===== src/rtl/bmp_read_ctrl_pkg.sv =====
// Shared constants and state encoding for the BMP read controller.
// Header byte offsets, the "BM" signature and the 24-bit colour depth code.
package bmp_pkg;

    localparam logic [4:0]  HDR_BYTES  = 5'd30;
    localparam logic [4:0]  OFF_SIG    = 5'd0;
    localparam logic [4:0]  OFF_DOFF   = 5'd10;
    localparam logic [4:0]  OFF_WIDTH  = 5'd18;
    localparam logic [4:0]  OFF_HEIGHT = 5'd22;
    localparam logic [4:0]  OFF_BPP    = 5'd28;

    localparam logic [15:0] SIGNATURE  = 16'h4D42;  // 'B' at byte 0, 'M' at byte 1
    localparam logic [15:0] BPP_24     = 16'd24;

    typedef enum logic [2:0] {
        IDLE, HDR, CHECK, FETCH, PRESENT, PAD, DONE, ERR
    } state_t;

endpackage


===== src/rtl/bmp_read_ctrl_hdr.sv =====
// Header field capture: takes (byte index, byte) pairs of the first 30 file
// bytes and assembles the little-endian fields into registers.
module bmp_hdr_parser
    import bmp_pkg::*;
(
    input  logic        clk,
    input  logic        rst,
    input  logic        byte_vld_i,
    input  logic [4:0]  byte_idx_i,
    input  logic [7:0]  byte_i,
    output logic [15:0] sig_o,
    output logic [31:0] doff_o,
    output logic [31:0] width_o,
    output logic [31:0] height_o,
    output logic [15:0] bpp_o
);
    logic [15:0] sig_q, bpp_q;
    logic [31:0] doff_q, width_q, height_q;
    logic [4:0]  rel_sig, rel_doff, rel_w, rel_h, rel_bpp;

    // Offset relative to each field base; upper bits zero means "inside".
    assign rel_sig  = byte_idx_i - OFF_SIG;
    assign rel_doff = byte_idx_i - OFF_DOFF;
    assign rel_w    = byte_idx_i - OFF_WIDTH;
    assign rel_h    = byte_idx_i - OFF_HEIGHT;
    assign rel_bpp  = byte_idx_i - OFF_BPP;

    // NOTE: sequential state uses non-blocking assignments so every register
    // samples pre-edge values regardless of statement order.
    always_ff @(posedge clk) begin
        if (rst) begin
            sig_q    <= '0;
            doff_q   <= '0;
            width_q  <= '0;
            height_q <= '0;
            bpp_q    <= '0;
        end else if (byte_vld_i) begin
            if (rel_sig[4:1] == 4'd0)  sig_q[{rel_sig[0], 3'b000} +: 8]       <= byte_i;
            if (rel_doff[4:2] == 3'd0) doff_q[{rel_doff[1:0], 3'b000} +: 8]  <= byte_i;
            if (rel_w[4:2] == 3'd0)    width_q[{rel_w[1:0], 3'b000} +: 8]    <= byte_i;
            if (rel_h[4:2] == 3'd0)    height_q[{rel_h[1:0], 3'b000} +: 8]   <= byte_i;
            if (rel_bpp[4:1] == 4'd0)  bpp_q[{rel_bpp[0], 3'b000} +: 8]      <= byte_i;
        end
    end

    assign sig_o    = sig_q;
    assign doff_o   = doff_q;
    assign width_o  = width_q;
    assign height_o = height_q;
    assign bpp_o    = bpp_q;
endmodule


===== src/rtl/bmp_read_ctrl.sv =====
// 24-bit BMP reader: parses the header, validates it, then streams pixels
// bottom-up with a valid/ready handshake, skipping row padding.
module bmp_read_ctrl
    import bmp_pkg::*;
#(
    parameter int ADDR_W = 20,
    parameter int DIM_W  = 16
) (
    input  logic              clk,
    input  logic              rst,
    input  logic              start,
    output logic              mem_rd,
    output logic [ADDR_W-1:0] mem_addr,
    input  logic [7:0]        mem_rdata,
    output logic              pix_valid,
    input  logic              pix_ready,
    output logic [23:0]       pix_data,
    output logic [DIM_W-1:0]  pix_x,
    output logic [DIM_W-1:0]  pix_y,
    output logic [DIM_W-1:0]  img_width,
    output logic [DIM_W-1:0]  img_height,
    output logic              busy,
    output logic              done,
    output logic              err
);
    state_t            state_q, state_d;
    logic [4:0]        cnt_q, idx_q;
    logic              rd_vld_q;
    logic [ADDR_W-1:0] ptr_q;
    logic [1:0]        pad_q;
    logic [23:0]       pix_q;
    logic [DIM_W-1:0]  x_q, y_q, w_q, h_q;

    logic [15:0] hdr_sig, hdr_bpp;
    logic [31:0] hdr_doff, hdr_width, hdr_height;
    logic        hdr_ok, row_end;

    bmp_hdr_parser u_hdr (
        .clk        (clk),
        .rst        (rst),
        .byte_vld_i (rd_vld_q && state_q == HDR),
        .byte_idx_i (idx_q),
        .byte_i     (mem_rdata),
        .sig_o      (hdr_sig),
        .doff_o     (hdr_doff),
        .width_o    (hdr_width),
        .height_o   (hdr_height),
        .bpp_o      (hdr_bpp)
    );

    always_ff @(posedge clk) begin
        if (rst) state_q <= IDLE;
        else     state_q <= state_d;
    end

    // NOTE: every output of this block gets a default first, so no path can
    // leave a value unassigned and infer a latch.
    always_comb begin
        hdr_ok = (hdr_sig == SIGNATURE) && (hdr_bpp == BPP_24) &&
                 (hdr_width != 32'd0) && (hdr_height != 32'd0) &&
                 ((hdr_width >> DIM_W) == 32'd0) && ((hdr_height >> DIM_W) == 32'd0);
        row_end   = (x_q == w_q - DIM_W'(1));
        state_d   = state_q;
        mem_rd    = 1'b0;
        pix_valid = 1'b0;
        busy      = 1'b0;
        done      = 1'b0;
        err       = 1'b0;
        case (state_q)
            IDLE:    if (start) state_d = HDR;
            HDR: begin
                busy   = 1'b1;
                mem_rd = (cnt_q < HDR_BYTES);
                if (rd_vld_q && idx_q == HDR_BYTES - 5'd1) state_d = CHECK;
            end
            CHECK: begin
                busy    = 1'b1;
                state_d = hdr_ok ? FETCH : ERR;
            end
            FETCH: begin
                busy   = 1'b1;
                mem_rd = (cnt_q < 5'd3);
                if (rd_vld_q && idx_q == 5'd2) state_d = PRESENT;
            end
            PRESENT: begin
                busy      = 1'b1;
                pix_valid = 1'b1;
                if (pix_ready) begin
                    if (!row_end)             state_d = FETCH;
                    else if (y_q == '0)       state_d = DONE;
                    else if (pad_q != 2'd0)   state_d = PAD;
                    else                      state_d = FETCH;
                end
            end
            PAD: begin
                busy    = 1'b1;
                state_d = FETCH;
            end
            DONE: begin
                done = 1'b1;
                if (start) state_d = HDR;
            end
            ERR: begin
                err = 1'b1;
                if (start) state_d = HDR;
            end
            default: state_d = IDLE;
        endcase
    end

    always_ff @(posedge clk) begin
        if (rst) begin
            cnt_q    <= '0;
            idx_q    <= '0;
            rd_vld_q <= 1'b0;
            ptr_q    <= '0;
            pad_q    <= '0;
            pix_q    <= '0;
            x_q      <= '0;
            y_q      <= '0;
            w_q      <= '0;
            h_q      <= '0;
        end else begin
            // Read data returns one cycle later; remember which byte it is.
            rd_vld_q <= mem_rd;
            idx_q    <= cnt_q;
            if (mem_rd) begin
                cnt_q <= cnt_q + 5'd1;
                ptr_q <= ptr_q + ADDR_W'(1);
            end
            case (state_q)
                IDLE, DONE, ERR: if (start) begin
                    cnt_q <= '0;
                    ptr_q <= '0;
                    w_q   <= '0;
                    h_q   <= '0;
                end
                CHECK: begin
                    cnt_q <= '0;
                    ptr_q <= ADDR_W'(hdr_doff);
                    // (4 - 3w mod 4) mod 4 reduces to w mod 4.
                    pad_q <= hdr_width[1:0];
                    x_q   <= '0;
                    y_q   <= DIM_W'(hdr_height) - DIM_W'(1);
                    if (hdr_ok) begin
                        w_q <= DIM_W'(hdr_width);
                        h_q <= DIM_W'(hdr_height);
                    end
                end
                FETCH: if (rd_vld_q) pix_q[{idx_q[1:0], 3'b000} +: 8] <= mem_rdata;
                PRESENT: if (pix_ready) begin
                    cnt_q <= '0;
                    if (!row_end) begin
                        x_q <= x_q + DIM_W'(1);
                    end else if (y_q != '0) begin
                        x_q <= '0;
                        y_q <= y_q - DIM_W'(1);
                    end
                end
                PAD: ptr_q <= ptr_q + ADDR_W'(pad_q);
                default: ;
            endcase
        end
    end

    assign mem_addr   = ptr_q;
    assign pix_data   = pix_q;
    assign pix_x      = x_q;
    assign pix_y      = y_q;
    assign img_width  = w_q;
    assign img_height = h_q;
endmodule


===== config.mk =====
export PLATFORM = sky130hd
export DESIGN_NAME = bmp_read_ctrl
export DESIGN_NICKNAME = d
export VERILOG_FILES = /design/src/rtl/bmp_read_ctrl_pkg.sv /design/src/rtl/bmp_read_ctrl_hdr.sv /design/src/rtl/bmp_read_ctrl.sv
export SDC_FILE = /design/constraint.sdc
export NUM_CORES = 1
export LEC_CHECK = 0
export BUFFER_PORTS_ARGS = -buffer_cell sky130_fd_sc_hd__clkbuf_2
export CAP_MARGIN = 20
export CORE_UTILIZATION = 30
export CTS_BUF_LIST = sky130_fd_sc_hd__clkbuf_2 sky130_fd_sc_hd__clkbuf_4 sky130_fd_sc_hd__clkbuf_8
export CTS_CLUSTER_SIZE = 30
export DETAILED_ROUTE_END_ITERATION = 12
export GPL_TIMING_DRIVEN = 0
export PLACE_DENSITY = 0.54
export SLEW_MARGIN = 20
export SYNTH_ARGS = -nofsm -noshare
export SYNTH_HDL_FRONTEND = slang
export SYNTH_HIERARCHICAL = 1
export SYNTH_SLANG_ARGS = --single-unit
export TNS_END_PERCENT = 10

===== constraint.sdc =====
create_clock -name clk -period 2.5 [get_ports clk]
set_input_delay 0.125 -clock clk [delete_from_list [all_inputs] [get_ports clk]]
set_output_delay 0.125 -clock clk [all_outputs]
set_load 0.02 [all_outputs]

==> reports/metrics.cfg <==
[status]
status=complete, but fails checks
violations=setup timing

[power]
vdd_ir_drop_max_mv=0.284
p_leak_nw=6.04
powerDensity_nw_per_um2=738
finalPower_mw=11.3

[detailed_routing]
dr.pass1.iters=9
avgRoutedWirePerCell_um=19.0
drc_errors=0
postRouteAntennaNets=0
vias=11371
via_per_inst=5.27
wl_um=41000
drtIter0Drc=851

[clocking]
clock_path_buffers=3
cts_made_buffers=45
clock_latency_ns=0.56
htree_levels=2
clk_pin_slew_worst_paths_ns=0.06
cts_tree=yes
clkSinkCount=240
clockRootBuffer=clkbuf_8

[critical_path]
r2r_start=img_width[5]$_SDFFE_PP0P_
worst-path-max-fanout=8
rr_endpoint=pix_y[13]$_SDFFE_PP0P_
start_kind=flop
arrival_ns=3.30
cp_data_required_time_ns=2.98
rrSetupSlack_ns=-0.32
r2r_cells=10
endpoint_kind=flop
critical_path_class=flop to flop

[die]
core-area_um2=39800
start_util=0.305
die_h_um=203
die_w_um=203
io_pins=125
dieArea_um2=41300
rows=73

[finish]
finalNetCount=1639
diodes=0
drive_above_1_share=0.226
area_delta_synth_final_pct=25.7
nFillCells=4084

[global_route]
antenna_found_initial=1
grt_max_degree=13
grt_overflow=0
grt_pass1_wl_um=63200
track_usage=0.194
grt_pass1_vias=10895

[sta]
worst_clock_skew_ns=0.0234
worst_pin_slew_ns=0.972
hold_violations=0
finalSetupViolations=50
fmax_mhz=354
fin_worst_hold_slack_ns=0.0919
post-route-period-util=1.13
maxSlewViolCount=0
rsz0062_at_grt=yes
period_needed_ns=2.82
fin_ws_ns=-0.321
maxSlewHeadroom=0.351

[hold_path]
min_from=start
timing.hold.worst_path_depth=5
min_to=state_q[2]$_SDFFE_PP0P_
hold_class=primary input to flop

[yosys]
syn-cell-area_um2=12100
syn_area_per_cell_um2=8.67
netlist_instances=1400
yosysWarnings=6
syn_nets=1438

[run]
maxCapViolCount=0

[placed_design]
place.gp.congestion=0.935
dpl.hpwl_um=29200
io_buffers=124

==> through the flow <==
stage | worst slack [ns] | cell area [µm²] | std cells | TNS [ns] | util
global placement | -0.750 | 13500 | 2049 | -49.43 | 0.338
detailed placement | -0.770 | 13500 | 2049 | -51.79 | 0.338
CTS | -0.373 | 14900 | 2144 | -7.78 | 0.374
finish | -0.321 | 15300 | 2158 | -7.98 | 0.383
floorplan | -0.107 | 12200 | 1400 | -1.52 | -
global route | -0.431 | 15300 | 2158 | -17.49 | 0.383
==> metal layers <==
metal | up-vias | GRT usage | wire [µm]
met5 | - | 0 | 13
met4 | 2 | 0.0738 | 1500
met3 | 110 | 0.0390 | 2510
met2 | 369 | 0.316 | 19000
met1 | 5482 | 0.253 | 18000
li1 | 5408 | - | -
==> worst max path at each step <==
stage	from	end	slack, ns	cells after the start
final	img_width[5]$_SDFFE_PP0P_	pix_y[13]$_SDFFE_PP0P_	-0.32	10
after global routing	img_width[0]$_SDFFE_PP0P_	pix_y[10]$_SDFFE_PP0P_	-0.43	10
after CTS	pix_y[2]$_SDFFE_PP0P_	pix_y[4]$_SDFFE_PP0P_	-0.37	8
after detailed placement	u_hdr/sig_o[9]$_SDFFE_PP0P_	img_height[6]$_SDFFE_PP0P_	-0.77	7
after global placement	u_hdr/sig_o[9]$_SDFFE_PP0P_	img_height[3]$_SDFFE_PP0P_	-0.75	7
after floorplan	img_width[6]$_SDFFE_PP0P_	pix_y[14]$_SDFFE_PP0P_	-0.11	10
==> where the power goes <==
group	leakage (nW)	switching [mW]	internal [mW]
combinational	3.57	1.89	0.946
sequential	1.94	0.257	3.98
clock	0.526	1.73	2.47
==> layout by cell type (no fill, tap or decap), types with 8 or more instances in the layout <==
| cell | count |
|---|---|
| mux2i_1 | 122 |
| nor4_2 | 9 |
| nand3_1 | 84 |
| a21oi_2 | 8 |
| nor2_1 | 110 |
| a222oi_1 | 19 |
| a31oi_1 | 10 |
| nand4_1 | 28 |
| a21oi_1 | 83 |
| clkbuf_2 | 131 |
| xnor2_1 | 40 |
| nand2_1 | 129 |
| o21ai_0 | 16 |
| inv_1 | 18 |
| nor3_1 | 22 |
| nor4_1 | 19 |
| xor2_1 | 32 |
| and3_1 | 13 |
| or3_1 | 11 |
| dlygate4sd3_1 | 9 |
| nor2b_1 | 9 |
| nand2b_1 | 91 |
| dfxtp_1 | 233 |
| clkbuf_1 | 51 |
| buf_2 | 13 |
| buf_4 | 28 |
| ha_1 | 23 |
| clkbuf_4 | 19 |
| clkbuf_8 | 58 |
==> flip-flops by register name, indices dropped and copies added, names as in the netlist <==
signal,cells
u_hdr/height_o,32
u_hdr/width_o,32
pix_data,24
mem_addr,20
u_hdr/doff_o,20
img_height,16
img_width,16
pix_x,16
pix_y,16
u_hdr/bpp_o,16
u_hdr/sig_o,16
cnt_q,5
idx_q,5
state_q,3
pad_q,2
rd_vld_q,1
==> critical path: stages, from the launching register on <==
cell and delay [ns]:
dfxtp_4 0.36, or4_4 0.59, o41ai_4 0.41, o41ai_2 0.14
a21oi_2 0.17, nand4_4 0.20, buf_4 0.21, buf_12 0.14
nor4_2 0.27, a21oi_1 0.07, a31oi_1 0.16
==> what timing repair did <==
action	4_1_cts	5_1_grt
endpoints found under the hold margin	25	0
hold buffers	9	0
gates cloned	2	0
pin swaps	18	28
setup buffers	9	16
gates resized for setup	82	71
endpoints found under the setup margin	131	202
==> layout make-up <==
type / count / area, µm² / share of cell area
multi-input cells: 1046 / 7330 / 0.481
well taps: 525 / 657 / 0.0430
clock inverters: 8 / 105 / 0.00689
plain buffers: 87 / 437 / 0.0286
clock buffers: 71 / 890 / 0.0583
flip-flops and latches: 240 / 4820 / 0.316
inverters: 22 / 86.3 / 0.00566
repair buffers: 159 / 930 / 0.0609
(Power assumes the default switching activity.)
